**src/rtl/ext_ins_bridge_if.sv**
```systemverilog
// Fetch-side and external-bus signals of the instruction fetch bridge.
// "master" is the bridge view; "slave" is the fetch stage plus bus environment.
interface ext_ins_bridge_if;
  logic        ins_ren;
  logic [31:0] ins_addr;
  logic        flush;
  logic        ins_valid;
  logic [31:0] ins_data;
  logic        bus_req;
  logic [31:0] bus_addr;
  logic        bus_gnt;
  logic        bus_rvalid;
  logic [31:0] bus_rdata;
  logic        bus_err;
  logic        err_clr;
  logic        err_flag;

  modport master (
    input  ins_ren, ins_addr, flush, bus_gnt, bus_rvalid, bus_rdata, bus_err, err_clr,
    output ins_valid, ins_data, bus_req, bus_addr, err_flag
  );

  modport slave (
    output ins_ren, ins_addr, flush, bus_gnt, bus_rvalid, bus_rdata, bus_err, err_clr,
    input  ins_valid, ins_data, bus_req, bus_addr, err_flag
  );
endinterface

```
**src/rtl/ext_ins_bridge.sv**
```systemverilog
// External instruction fetch bridge: one-entry line buffer in front of a
// req/gnt/rvalid read bus, with timeout, error substitution and flush.
module ext_ins_bridge #(
  parameter int unsigned TIMEOUT = 16,
  parameter logic [31:0] NOP_INS = 32'h00000013
) (
  input logic              clk,
  input logic              nrst,
  ext_ins_bridge_if.master bif
);
  localparam int unsigned CW = $clog2(TIMEOUT + 1);

  typedef enum logic [1:0] {IDLE, REQ, WAIT, DROP} state_e;

  state_e        state_q;
  logic          buf_vld_q;
  logic [29:0]   buf_tag_q;
  logic [31:0]   buf_data_q;
  logic [29:0]   req_addr_q;
  logic          bus_req_q;
  logic          err_q;
  logic [CW-1:0] cnt_q;

  logic          hit;
  logic          abort;
  logic          in_wait;
  logic          rsp_ok;
  logic          rsp_err;
  logic          tmo;
  logic          start;
  logic [CW-1:0] cnt_inc;

  assign hit     = (state_q == IDLE) && bif.ins_ren && buf_vld_q &&
                   (bif.ins_addr[31:2] == buf_tag_q);
  // Redirect or fetch address moving away from the outstanding request.
  assign abort   = bif.flush || (bif.ins_addr[31:2] != req_addr_q);
  assign in_wait = (state_q == WAIT);
  assign rsp_ok  = in_wait && bif.bus_rvalid && !bif.bus_err && !abort;
  assign rsp_err = in_wait && bif.bus_rvalid &&  bif.bus_err && !abort;
  assign cnt_inc = cnt_q + 1'b1;
  // Fires on the TIMEOUT-th WAIT cycle without a response.
  assign tmo     = in_wait && !bif.bus_rvalid && !abort && (cnt_inc == CW'(TIMEOUT));
  assign start   = (state_q == IDLE) && bif.ins_ren && !hit && !bif.flush;

  assign bif.ins_valid = hit || rsp_ok || rsp_err || tmo;
  assign bif.ins_data  = hit    ? buf_data_q    :
                         rsp_ok ? bif.bus_rdata : NOP_INS;
  assign bif.bus_req   = bus_req_q;
  assign bif.bus_addr  = {req_addr_q, 2'b00};
  assign bif.err_flag  = err_q;

  always_ff @(posedge clk or negedge nrst) begin
    if (!nrst) begin
      state_q    <= IDLE;
      buf_vld_q  <= 1'b0;
      buf_tag_q  <= '0;
      buf_data_q <= '0;
      req_addr_q <= '0;
      bus_req_q  <= 1'b0;
      err_q      <= 1'b0;
      cnt_q      <= '0;
    end else begin
      if (bif.flush) buf_vld_q <= 1'b0;
      if (rsp_ok) begin
        buf_vld_q  <= 1'b1;
        buf_tag_q  <= req_addr_q;
        buf_data_q <= bif.bus_rdata;
      end

      if (rsp_err || tmo)   err_q <= 1'b1;
      else if (bif.err_clr) err_q <= 1'b0;

      case (state_q)
        IDLE: begin
          if (start) begin
            req_addr_q <= bif.ins_addr[31:2];
            bus_req_q  <= 1'b1;
            state_q    <= REQ;
          end
        end
        REQ: begin
          // A grant coinciding with an abort still owes us a response.
          if (abort) begin
            bus_req_q <= 1'b0;
            state_q   <= bif.bus_gnt ? DROP : IDLE;
          end else if (bif.bus_gnt) begin
            bus_req_q <= 1'b0;
            cnt_q     <= '0;
            state_q   <= WAIT;
          end
        end
        WAIT: begin
          if (abort)               state_q <= bif.bus_rvalid ? IDLE : DROP;
          else if (bif.bus_rvalid) state_q <= IDLE;
          else if (tmo)            state_q <= DROP;
          else                     cnt_q   <= cnt_inc;
        end
        DROP: begin
          if (bif.bus_rvalid) state_q <= IDLE;
        end
        default: state_q <= IDLE;
      endcase
    end
  end
endmodule

```
**src/flat_wrapper.sv**
```systemverilog
// flat-port wrapper written by rule: the top's interface ports become plain ports
module ext_ins_bridge_flat 
#(
  parameter int unsigned TIMEOUT = 16,
  parameter logic [31:0] NOP_INS = 32'h00000013
)
  (clk, nrst, bif_ins_ren, bif_ins_addr, bif_flush, bif_bus_gnt, bif_bus_rvalid, bif_bus_rdata, bif_bus_err, bif_err_clr, bif_ins_valid, bif_ins_data, bif_bus_req, bif_bus_addr, bif_err_flag);
  ext_ins_bridge_if bif_i ();
  input logic clk;
  input logic nrst;
  input wire logic [$bits(bif_i.ins_ren)-1:0] bif_ins_ren;
  input wire logic [$bits(bif_i.ins_addr)-1:0] bif_ins_addr;
  input wire logic [$bits(bif_i.flush)-1:0] bif_flush;
  input wire logic [$bits(bif_i.bus_gnt)-1:0] bif_bus_gnt;
  input wire logic [$bits(bif_i.bus_rvalid)-1:0] bif_bus_rvalid;
  input wire logic [$bits(bif_i.bus_rdata)-1:0] bif_bus_rdata;
  input wire logic [$bits(bif_i.bus_err)-1:0] bif_bus_err;
  input wire logic [$bits(bif_i.err_clr)-1:0] bif_err_clr;
  output wire logic [$bits(bif_i.ins_valid)-1:0] bif_ins_valid;
  output wire logic [$bits(bif_i.ins_data)-1:0] bif_ins_data;
  output wire logic [$bits(bif_i.bus_req)-1:0] bif_bus_req;
  output wire logic [$bits(bif_i.bus_addr)-1:0] bif_bus_addr;
  output wire logic [$bits(bif_i.err_flag)-1:0] bif_err_flag;
  assign bif_i.ins_ren = bif_ins_ren;
  assign bif_i.ins_addr = bif_ins_addr;
  assign bif_i.flush = bif_flush;
  assign bif_i.bus_gnt = bif_bus_gnt;
  assign bif_i.bus_rvalid = bif_bus_rvalid;
  assign bif_i.bus_rdata = bif_bus_rdata;
  assign bif_i.bus_err = bif_bus_err;
  assign bif_i.err_clr = bif_err_clr;
  assign bif_ins_valid = bif_i.ins_valid;
  assign bif_ins_data = bif_i.ins_data;
  assign bif_bus_req = bif_i.bus_req;
  assign bif_bus_addr = bif_i.bus_addr;
  assign bif_err_flag = bif_i.err_flag;
  ext_ins_bridge #(.TIMEOUT(TIMEOUT), .NOP_INS(NOP_INS)) u_core (.clk(clk), .nrst(nrst), .bif(bif_i));
endmodule
```
**config.mk**
```make
export PLATFORM = sky130hd
export DESIGN_NAME = ext_ins_bridge_flat
export DESIGN_NICKNAME = d
export VERILOG_FILES = /design/src/rtl/ext_ins_bridge_if.sv /design/src/rtl/ext_ins_bridge.sv /design/src/flat_wrapper.sv
export SDC_FILE = /design/constraint.sdc
export NUM_CORES = 1
export LEC_CHECK = 0
export BUFFER_PORTS_ARGS = -buffer_cell sky130_fd_sc_hd__buf_2
export CAP_MARGIN = 20
export CELL_PAD_IN_SITES_DETAIL_PLACEMENT = 0
export CELL_PAD_IN_SITES_GLOBAL_PLACEMENT = 1
export CORE_ASPECT_RATIO = 1.4
export CORE_MARGIN = 3
export CORE_UTILIZATION = 43
export CTS_CLUSTER_SIZE = 28
export DETAILED_ROUTE_END_ITERATION = 6
export PLACE_DENSITY_LB_ADDON = 0.1
export SLEW_MARGIN = 20
export SYNTH_ARGS = -nofsm -noshare
export SYNTH_HDL_FRONTEND = slang
export SYNTH_SLANG_ARGS = --single-unit
```
**constraint.sdc**
```tcl
create_clock -name clk -period 3.7 [get_ports clk]
set_clock_uncertainty 0.15 [all_clocks]
set_input_delay 0.185 -clock clk [delete_from_list [all_inputs] [get_ports clk]]
set_output_delay 0.185 -clock clk [all_outputs]
set_load 0.01 [all_outputs]
```
==> results of run 1 <==
[cells by family after synthesis]
kind of cell / after synthesis / share of synthesized area, %
mux: 65 / 14.6
flops: 102 / 51.2
simple gates: 88 / 8.94
compound gates: 81 / 9.22
buf+inv: 54 / 4.85
other cells: 1 / 0.0753
xor+xnor: 60 / 10.5
fa+ha+maj: 2 / 0.502
[worst paths after layout]
kind	cells past startpoint	slack (ns)	endpoint
setup / recovery	10	0.31	bif_ins_data[5]
hold / removal	3	0.05	u_core.buf_vld_q$_DFFE_PN0P_
setup reg to reg	6	0.79	u_core.buf_data_q[0]$_DFFE_PN0P_
hold reg to reg	1	0.33	u_core.buf_vld_q$_DFFE_PN0P_
max in group asynchronous	3	2.08	u_core.req_addr_q[16]$_DFFE_PN0P_
min in group asynchronous	2	0.34	u_core.cnt_q[4]$_DFFE_PN0P_
[per-stage QoR]
stage          hold slack, ns  power (mW)  setup slack [ns]
6_report               0.0550        3.23             0.306
5_1_grt                0.0759        3.42             0.140
4_1_cts                0.0471        3.28             0.220
3_5_place_dp            0.207        2.36             0.654
3_3_place_gp            0.194        2.34             0.673
2_1_floorplan          -0.261        1.97              1.28
[power breakdown]
group	total, mW	switching, mW	internal [mW]	leakage (nW)
logic	0.879	0.425	0.454	2.01
registers	1.50	0.196	1.30	1.19
clock network	0.854	0.403	0.451	0.131
total	3.23	1.02	2.20	3.33
[worst min-delay path: cells and delay by family]
family                 cells  cell delay [ns]
buffers and inverters      2             0.21
AOI/OAI and AO/OA          1             0.11
[state kept, by name, indices dropped and copies added, names as in the netlist]
signal,count
u_core.bif.bus_req,1
u_core.bif.err_flag,1
u_core.buf_data_q,32
u_core.buf_tag_q,30
u_core.buf_vld_q,1
u_core.cnt_q,5
u_core.req_addr_q,30
u_core.state_q,2
[synth_stat cells, types with 3 or more instances]
cell and instances:
nand2_1 36, inv_1 36, xnor2_1 23, nor2_1 8
nor3_1 4, nor4_1 11, xor2_1 37, clkbuf_1 4
o21ai_0 61, mux2_2 56, buf_4 6, a21oi_1 6
o21ai_1 3, mux2_1 7, dfrtp_1 102, nand4_1 9
buf_2 6, nand3_1 9, nor2b_1 4
[placed cells by master, fill, tap and decap left out, types with 2 or more instances in the layout]
cell type	instances
o21ai_0	61
nor2_1	8
xnor2_1	23
a21oi_1	6
xor2_1	37
nand4_1	9
dfrtp_1	102
o21ai_1	3
nor3_1	4
nor4_1	11
clkbuf_16	9
conb_1	2
clkinv_4	2
nand3_1	9
nand2_1	36
buf_4	6
nor2b_1	4
ha_1	2
buf_2	133
mux2i_1	2
clkinv_2	3
o21a_1	2
dlygate4sd3_1	65
mux2_2	56
mux2_1	7
inv_1	36
[cell type report]
type                       count  area [µm²]
clock buffer                   9         225
inverter                      36         135
fill                         961        4380
timing repair buffer         205        1380
tap                          141         176
multi-input combinational    298        2200
sequential                   102        2550
clock inverter                 6        40.0
[routing by layer]
layer	vias up	global-route usage (%)	part of all wire, %	wire length, µm
li1	1949	-	-	-
met1	1880	22.4	42	4980
met2	103	32.7	52	6140
met3	9	4.35	5.4	637
met4	0	4.22	0.89	106
met5	-	0	0	0
==> metrics, run 1 <==
crit-path max cell delay approximately 0.54 ns; slew margin rel. between 40% and 50%; n_diodes 0; Worst Max-Slew Pin Slew roughly 0.84 ns; Synth cell types 41; Post-Syn Area between 0.004 and 0.005 mm²; post-DR vias/cell 4.94; power per cell area roughly 480 mW/mm²; cells after synthesis approximately 450; total track usage a little under a fifth; fin util between 60% and 70%; Worst setup SP type primary input; global-route wire length before repair 19.1 mm; Clock transition at path regs around 0.070 ns; Rows 45; Die X approximately 97 µm; fin nets 726; Die Y 133 µm; Max Slew Vio Count 0; Reg2Reg Launch Point u_core.req_addr_q[20]$_DFFE_PN0P_; Hold Path Class primary input to flop; CTS Buffer Depth 2; final wirelength about 12 mm; Hold Violations, Final 0; CP endpoint kind output pin; Setup TNS 0 ns; Final Cell Area about 0.0067 mm²; I/O pins around 140; Setup crit start bif_ins_addr[20]; DP Wirelength between 8 and 9 mm; grt total ovfl 0; hold buffers post-CTS 65; Achievable Freq a little under 300 MHz; Primary FF master, synth dfrtp_1; Seq/Total Area, Yosys between 50% and 60%; Num CTS Buffers 9; worst-skew pair later-pin latency between 0.3 and 0.4 ns; First-pass DRT Iterations 5; Sink Count between 100 and 150; crit path buf inv count 4; Synth Register Bits about 100; initial DRC count between 100 and 150; most used cell, CP buf_2; maxcap violations 0; yosys warns 0; largest net degree at the start of global routing 66; largest cells by area after synthesis dfrtp_1 51%, mux2_2 13%, xor2_1 6.5%; Async S/R FF share, synth between 90% and 100%; Area after DPL 0.00580 mm²; post-CTS setup buffer count 0; layout cell share with drive strength beyond 1 32.8%; Critical-path top delay cell dlygate4sd3_1; htree depth 3; cell taking the most area after synthesis dfrtp_1; minimum clock period approximately 3.4 ns; Routed Antenna Nets 0; period utilization 91.7%; Final setup viols 0; root buffer cell clkbuf_16; CTS tree done; Worst Path Arrival around 3 ns; number of synthesized flops with an enable pin 0; Mean Syn Cell Area between 10 and 15 µm²; via count 3941; HP Start bif_flush; number of global-route vias before repair between 3000 and 4000; Wirelength per Cell roughly 15 µm; Pleak 3.33 nW; die area roughly 0.013 mm²; Non-Filler Instances 797; Worst EP required 3.37 ns; Area growth, synth to finish 34.7%; top-area cell type share of the netlist area 51.2%; starting density of the core 44.9%; DRC Markers 0; PortBufs around 130; outcome complete, no violations; Worst Path Class, Setup primary input to output pin; post-CTS resize count 0; Placed Cells a little over 700; antenna violations before repair 0; GPL Wtd Cong approximately 0.8; RSZ-0062 raised after global routing no; core area roughly 0.011 mm²; CP Cell Sequence dlygate4sd3_1 > buf_2 > xor2_1 > nor4_1 > nand4_1 > nor4b_4 > buf_12 > nand2_1 > o21ai_0 > buf_2; crit-path leading delay family simple AND/OR/NAND/NOR gates; Worst Path Max Fanout 42; maximum VDD drop between 300 and 400 µV
Power figures use the tool's default switching activity.
==> run 2, diff against run 1 <==
--- a/config.mk
+++ b/config.mk
@@ -7,11 +7,11 @@
 export LEC_CHECK = 0
 export BUFFER_PORTS_ARGS = -buffer_cell sky130_fd_sc_hd__buf_2
 export CAP_MARGIN = 20
-export CELL_PAD_IN_SITES_DETAIL_PLACEMENT = 0
-export CELL_PAD_IN_SITES_GLOBAL_PLACEMENT = 1
+export CELL_PAD_IN_SITES_DETAIL_PLACEMENT = 2
+export CELL_PAD_IN_SITES_GLOBAL_PLACEMENT = 2
 export CORE_ASPECT_RATIO = 1.4
 export CORE_MARGIN = 3
-export CORE_UTILIZATION = 43
+export CORE_UTILIZATION = 35
 export CTS_CLUSTER_SIZE = 28
 export DETAILED_ROUTE_END_ITERATION = 6
 export PLACE_DENSITY_LB_ADDON = 0.1
==> run 2 against run 1 <==
Effect of this change:
- combinational power grew 3.9%
- register-to-register slack is essentially flat
- final area grew 1.5%
- final cell count grew 5.3%
- via count grew 4.5%
- non-clock buffer count shrank 2
- clock power grew 21%
- critical path depth grew 1
- sequential power is essentially flat
- clock-buffer cell count grew 1
- critical path type unchanged
- largest power group unchanged
==> metrics, run 2 (synthesized netlist as in run 1, its figures left out) <==
fin util 48.9% (-12 points); fin nets 724 (-0.28%); final wirelength 15.3 mm (+29%); minimum clock period 3.36 ns (-0.0302 ns); Hold Path Class primary input to flop; maximum VDD drop 278 µV (-21%); Worst EP required 3.37 ns (about the same); post-CTS resize count 0 (unchanged); Routed Antenna Nets 0 (unchanged); clock power share 29.7% (+3.3 points); Die X 107 µm (+10%); Die Y 147 µm (+10%); Reg with most FFs u_core.buf_data_q; Achievable Freq 297 MHz (+0.90%); power per cell area 507 mW/mm² (+5.4%); die area 0.0157 mm² (+22%); post-DR vias/cell 4.91 (-0.69%); htree depth 3 (unchanged); Worst setup SP type primary input; PortBufs 134 (unchanged); CP endpoint kind output pin; Non-Filler Instances 839 (+5.3%); CTS Buffer Depth 2 (unchanged); number of global-route vias before repair 4813 (+24%); n_diodes 0 (unchanged); NetSw 1.09 mW (+6.5%); core area 0.0139 mm² (+25%); Worst Max-Slew Pin Slew 0.600 ns (-0.243 ns); largest net degree at the start of global routing 76 (+15%); fillers 1458 (+52%); grt total ovfl 0 (unchanged); antenna violations before repair 0 (unchanged); Final setup viols 0 (unchanged); pre-CTS setup slack 0.780 ns (+0.125 ns); Pint 2.36 mW (+7.2%); worst-skew pair later-pin latency 0.34 ns (about the same); most frequent cells in the layout 133 x buf_2, 102 x dfrtp_1, 61 x o21ai_0, 61 x dlygate4sd3_1, 56 x mux2_2; Num CTS Buffers 9 (unchanged); root buffer cell clkbuf_16; Hold Violations, Final 0 (unchanged); Flop pwr share 43.8% (-2.5 points); CTS tree done; Pleak 3.35 nW (+0.62%); Worst Path Arrival 3.03 ns (-0.03 ns); GPL Wtd Cong 0.771 (-3.4%); Worst Setup Slack, final 0.337 ns (+0.0302 ns); DP Wirelength 10.2 mm (+23%); Max Slew Vio Count 0 (unchanged); initial DRC count 111 (-22%); multi-input logic area 0.00220 mm² (unchanged); DRC Markers 0 (unchanged); Clock transition at path regs 0.07 ns (about the same); period utilization 90.9% (-0.82 points); total track usage 20.0% (+1.7 points); RSZ-0062 raised after global routing no; hold buffers post-CTS 61 (-6.2%); First-pass DRT Iterations 4 (-1); Hold Slack 0.0104 ns (-0.0446 ns); Setup TNS 0 ns (unchanged); Final Cell Area 0.00681 mm² (+1.5%); commonest non-fill, non-tap cell in the layout buf_2; via count 4120 (+4.5%); Worst Path Class, Setup primary input to output pin; combinational group share of total power 26.4% (-0.8 points); Reg area 0.00255 mm² (unchanged); maxcap violations 0 (unchanged); biggest regs u_core.buf_data_q x32, u_core.buf_tag_q x30, u_core.req_addr_q x30; post-CTS setup buffer count 0 (unchanged); outcome complete, no violations; total power 3.45 mW (+7.0%); Area after DPL 0.00586 mm² (+1.1%); Rows 51 (+13%); Area growth, synth to finish 36.7%; Wirelength per Cell 18.2 µm (+22%); global-route wire length before repair 24.9 mm (+30%); Sink Count 102 (unchanged); max reg flops 32 (unchanged); slew margin rel. 59.8% (+16 points); Worst Path Max Fanout 46 (+9.5%); Switching Fraction 31.6% (-0.13 points); layout cell share with drive strength beyond 1 33.2% (+0.41 points); starting density of the core 35.8% (-9.1 points); I/O pins 139 (unchanged); Placed Cells 762 (+6.3%)
[run 2: power by group through the flow]
stage / registers [mW] / clock network, mW / logic [mW]
finish: 1.51 / 1.03 / 0.913
global route: 1.55 / 1.10 / 1.00
CTS: 1.51 / 1.06 / 0.931
detailed placement: 1.53 / 0 / 0.874
global placement: 1.51 / 0 / 0.841
floorplan: 1.57 / 0 / 0.403
[run 2: layout make-up]
cell class	instances	share of cell area, %
Sequential cell	102	37.5
Clock buffer	10	3.51
Multi-Input combinational cell	298	32.3
Clock inverter	5	1.19
Tap cell	185	3.40
Timing Repair Buffer	203	20.1
Inverter	36	1.98
[run 2: worst paths after layout]
check                                                   from                                end  slack (ns)  cells after the start
setup / recovery                            bif_ins_addr[22]                    bif_ins_data[3]        0.34                     11
max in group asynchronous                               nrst   u_core.buf_tag_q[21]$_DFFE_PN0P_        2.14                      4
min in group asynchronous                               nrst  u_core.buf_data_q[28]$_DFFE_PN0P_        0.22                      2
hold / removal                              bif_ins_addr[19]  u_core.req_addr_q[17]$_DFFE_PN0P_        0.01                      2
setup reg to reg           u_core.req_addr_q[20]$_DFFE_PN0P_   u_core.buf_tag_q[20]$_DFFE_PN0P_        0.80                      7
hold reg to reg                 u_core.buf_vld_q$_DFFE_PN0P_       u_core.buf_vld_q$_DFFE_PN0P_        0.34                      1
[run 2: worst max-delay path, cell delays in order]
cell           delay, ns
dlygate4sd3_1       0.53
buf_2               0.15
xor2_1              0.14
nor4_1              0.52
nand4_1             0.22
buf_4               0.22
nor4b_4             0.34
buf_12              0.30
nand2_1             0.12
o21ai_0             0.10
buf_2               0.17
[run 2: layer usage]
| metal | share of wire (%) | track usage, % | up-vias |
|---|---|---|---|
| met5 | 0 | 0 | - |
| met4 | 1.4 | 5.44 | 0 |
| met3 | 4.3 | 3.52 | 15 |
| met2 | 56 | 38.1 | 93 |
| met1 | 39 | 22.7 | 2082 |
| li1 | - | - | 1930 |
